### src/rtl/clk_div_gen.sv
// Programmable clock divider with rise/fall clock-enable strobes; all outputs registered (1-cycle latency).
// No backpressure: div_load is always accepted (last wins). Optional DIV_PERIOD_CNT_EN adds period_cnt.
module clk_div_gen #(
   parameter int CNT_W   = 16,
   parameter int DEF_DIV = 4
) (
   input  logic             clk,
   input  logic             rst_n,
   input  logic             en,
   input  logic [CNT_W-1:0] div_val,
   input  logic             div_load,
   output logic             div_ack,
   output logic             busy,
   output logic             clk_out,
   output logic             tick_rise,
   output logic             tick_fall
`ifdef DIV_PERIOD_CNT_EN
   ,
   output logic [15:0]      period_cnt
`endif
);
   localparam logic [CNT_W-1:0] DEF_N = CNT_W'(DEF_DIV);

   logic [CNT_W-1:0] cnt, div_n, pend, load_n;
   logic [CNT_W-1:0] cnt_nxt, n_nxt, low_nxt;
   logic             wrap;

   // Divisors below 2 cannot produce both phases, so they are clamped up.
   assign load_n = (div_val < CNT_W'(2)) ? CNT_W'(2) : div_val;
   assign wrap   = (cnt >= div_n - CNT_W'(1));

   always_comb begin
      cnt_nxt = cnt + CNT_W'(1);
      n_nxt   = div_n;
      if (wrap) begin
         cnt_nxt = '0;
         if (busy) n_nxt = pend;
      end
   end

   assign low_nxt = n_nxt - (n_nxt >> 1);

   always_ff @(posedge clk or negedge rst_n) begin
      if (!rst_n) begin
         cnt       <= '0;
         div_n     <= DEF_N;
         pend      <= DEF_N;
         busy      <= 1'b0;
         div_ack   <= 1'b0;
         clk_out   <= 1'b0;
         tick_rise <= 1'b0;
         tick_fall <= 1'b0;
      end else begin
         div_ack <= div_load;
         if (div_load) pend <= load_n;
         if (en) begin
            cnt       <= cnt_nxt;
            div_n     <= n_nxt;
            clk_out   <= (cnt_nxt >= low_nxt);
            tick_rise <= (cnt_nxt == low_nxt);
            tick_fall <= wrap;
            // A load at the applying wrap keeps busy set for the new value.
            busy      <= div_load | (busy & ~wrap);
         end else begin
            tick_rise <= 1'b0;
            tick_fall <= 1'b0;
            if (div_load) busy <= 1'b1;
         end
      end
   end

`ifdef DIV_PERIOD_CNT_EN
   always_ff @(posedge clk or negedge rst_n) begin
      if (!rst_n)
         period_cnt <= 16'd0;
      else if (en && wrap)
         period_cnt <= period_cnt + 16'd1;
   end
`endif

endmodule
### config.mk
export PLATFORM = sky130hd
export DESIGN_NAME = clk_div_gen
export DESIGN_NICKNAME = d
export VERILOG_FILES = /design/src/rtl/clk_div_gen.sv
export SDC_FILE = /design/constraint.sdc
export NUM_CORES = 1
export LEC_CHECK = 0
export ABC_AREA = 1
export CORE_ASPECT_RATIO = 0.5
export CORE_UTILIZATION = 35
export CTS_CLUSTER_SIZE = 28
export DETAILED_ROUTE_END_ITERATION = 12
export GPL_TIMING_DRIVEN = 0
export PLACE_DENSITY = 0.58
export SLEW_MARGIN = 20
export SYNTH_ARGS = -nofsm -noshare
export SYNTH_HDL_FRONTEND = slang
export SYNTH_SLANG_ARGS = --single-unit
### constraint.sdc
create_clock -name clk -period 5.8 [get_ports clk]
set_input_delay 1.45 -clock clk [delete_from_list [all_inputs] [get_ports clk]]
set_output_delay 1.45 -clock clk [all_outputs]
set_load 0.01 [all_outputs]
==> out/qor.txt <==
status = finished clean
CTS max path bufs = 2
top-area cell type share of the netlist area = 26.8%
Initial DRC Count = 206
final worst path period need = 5.35 ns
Synth Instances = 705
Peak VDD IR = 109 µV
Post-Layout Inst Area = 5550 µm²
IO Pins = 25
Req. time, crit path = 6.04 ns
max-cap viol count = 0
WHS Path Cells = 2
final hold viol count = 0
setup violators final = 0
Main synth FF type = dfrtp_1
Slew headroom = 57.0%
nets = 815
area growth from synthesis to layout = 16.6%
class of the worst hold path = flip-flop to flip-flop
CP Launch Type = flip-flop
CP Data Arrival Time = 5.58 ns
gpl congestion = 0.837
Worst R2R Setup Slack = 0.45 ns
first-pass GRT wire length = 21100 µm
Worst-path clk slew = 0.08 ns
Post-DP Area = 5230 µm²
Async SR Flop Fraction = 100%
Critical Path Fanout Max = 10
fin crit share = 92.2%
Clock Tree Root = clkbuf_16
CTS tree = built
Synth Area per Inst = 6.76 µm²
largest net degree at the start of global routing = 50
yosys warns = 0
Mapped Area = 4760 µm²
pre-CTS setup slack = -0.372 ns
GRT busiest layer = met2
fmax = 187 MHz
kind of critical path = flip-flop to flip-flop
register area share after synthesis = 27.9%
diode count = 0
final non-filler cell total = 916
GR Util met1 = 28.7%
FF-to-FF End = tick_rise$_DFF_PN0_
DP Cell Count = 899
Filler cells = 1364
DRT Pass-1 Iters = 5
core area = 13000 µm²
die width = 167 µm
top cells by area, synth = dfrtp_1 (27%), nand2_1 (19%), ha_1 (13%)
Routed wire per std cell = 14.1 µm
Die Span Y = 84.5 µm
power after layout = 1.05 mW
Slowest-stage cell, CP = dfrtp_1
power per cell area = 190 nW/µm²
share of layout cells above drive strength 1 = 9.92%
vias in the first global route = 4160
met2 GRT Util = 29.7%
fin worst setup slack = 0.453 ns
Syn Nets = 775
hold worst-path end = pend[2]$_DFFE_PN1P_
CP max stage delay = 0.43 ns
Worst Hold Launch = pend[2]$_DFFE_PN1P_
port buffer count = 23
Cell variety after synth = 37
grt total ovfl = 0
#FFs+latches synth = 53
GRT met3 Usage = 2.50%
DR vias/cell = 4.90
RR Startpoint = div_n[0]$_DFFE_PN0P_
initial core utilization = 36.8%
crit end category = flip-flop
clk_lat worst skew = 0.30 ns
drt drc = 0
Num CTS Buffers = 5
post-detailed-route count of antenna-violating nets = 0
RSZ-0062 raised after global routing = false
Row Count = 29
Register Area = 1330 µm²
Worst-Margin Slew = 0.646 ns
WL final = 12900 µm
max-slew violations = 0
P_leak = 3.05 nW
Die ar. = 14100 µm²
number of synthesized flops with an enable pin = 0
via count = 4492
clk sinks = 53
GRT Resource Usage Total = 19.3%
hpwl dp = 10300 µm
worst reg2reg path depth = 38
Clock Skews = 0.00697 ns
antenna violations before repair = 0
area of the multi-input gates = 3080 µm²
Critical Path Most Common Cell = nand2_1
H-tree depth = 2
cell accounting for the most synthesized area = dfrtp_1
per-layer routing:
metal / vias up / routed length (µm)
met1: 2035 / 6990
met5: - / 0
met2: 90 / 5360
met4: 0 / 173
li1: 2355 / -
met3: 12 / 428
cells in the final DEF (no fill, tap or decap), drive strengths merged:
cell and count:
fa 1, nor3 9, xnor2 8, o21a 2, a21o 1, nand3b 1, clkbuf 17, a31oi 1
clkdlybuf4s50 22, ha 49, nand3 55, inv 87, nor2 65, xor2 22, nor4 4, buf 19
o21ai 27, dfrtp 51, nand4 13, nor3b 1, clkinv 2, dfstp 2, a21oi 45, nand2 242
what timing repair did:
action                     CTS  global route
hold endpoints to repair     0             0
pin swaps                    3             5
hold buffers                 0             0
setup endpoints to repair    2             2
setup buffers                5             4
gates resized for setup      4            26
worst max path at each step:
stage / slack [ns] / startpoint / cells after the start / endpoint
global route: 0.002 / div_n[0]$_DFFE_PN0P_ / 35 / tick_rise$_DFF_PN0_
global placement: -0.33 / div_n[0]$_DFFE_PN0P_ / 35 / clk_out$_DFFE_PN0P_
detailed placement: -0.37 / div_n[0]$_DFFE_PN0P_ / 35 / clk_out$_DFFE_PN0P_
finish: 0.45 / div_n[0]$_DFFE_PN0P_ / 38 / tick_rise$_DFF_PN0_
CTS: 0.07 / div_n[0]$_DFFE_PN0P_ / 37 / tick_rise$_DFF_PN0_
floorplan: 0.99 / div_n[0]$_DFFE_PN0P_ / 40 / clk_out$_DFFE_PN0P_
cell usage after synthesis (2+ instances only):
master    instances
o21a_1            2
nand2_2           2
nor2_4            8
nor2_2            9
buf_1             3
dfrtp_1          51
buf_2             3
clkbuf_1         10
nand2_1         239
nand3_1          54
xor2_1           22
dfstp_2           2
o21ai_1          10
nor4_1            4
a21oi_1          44
ha_1             49
inv_1            81
xnor2_1           8
o21ai_0          17
inv_2             5
nand4_1          13
nor2_1           48
nor3_1            7
worst max-delay path: cells and delay by family, from the launching register on:
| kind | cells | cell delay [ns] |
|---|---|---|
| simple gates | 26 | 2.93 |
| fa+ha+maj | 5 | 1.11 |
| buf+inv | 7 | 0.76 |
| flops | 1 | 0.43 |
area by class of cell:
class	instances	share of cell area [%]
clock inverter	2	0.315
multi-input combinational	546	55.4
buffer	19	2.07
timing repair buffer	33	6.04
clock buffer	6	2.50
tap	170	3.83
sequential	53	23.9
inverter	87	5.92
power by group:
group / total [mW] / switching (mW) / internal, mW / leakage, nW
sequential: 0.441 / 0.0385 / 0.403 / 0.686
combinational: 0.282 / 0.160 / 0.122 / 2.28
clock: 0.331 / 0.156 / 0.175 / 0.0775
state kept, by name, summed over array words and instances, names as in the netlist:
name / cells
div_ack: 1
div_n: 16
clk_out: 1
pend: 16
cnt: 16
busy: 1
tick_fall: 1
tick_rise: 1
per-stage QoR:
| stage | TNS (ns) | utilization (%) | hold slack [ns] |
|---|---|---|---|
| 2_1_floorplan | 0 | - | 0.442 |
| 5_1_grt | 0 | 42.9 | 0.508 |
| 3_5_place_dp | -0.620 | 40.4 | 0.472 |
| 3_3_place_gp | -0.558 | 40.2 | 0.462 |
| 4_1_cts | 0 | 42.0 | 0.485 |
| 6_report | 0 | 42.9 | 0.484 |
kinds of logic (layout without fill, tap and decap cells):
kind of cell	count (synthesis)	count (layout)	share of synthesized area [%]
and+or+nand+nor	390	390	35.9
buffers and inverters	106	147	9.01
AOI/OAI and AO/OA	76	76	8.40
DFF	53	53	27.9
adders and majority gates	50	50	13.3
xor gates and xnor gates	30	30	5.51
(Power assumes the default switching activity.)
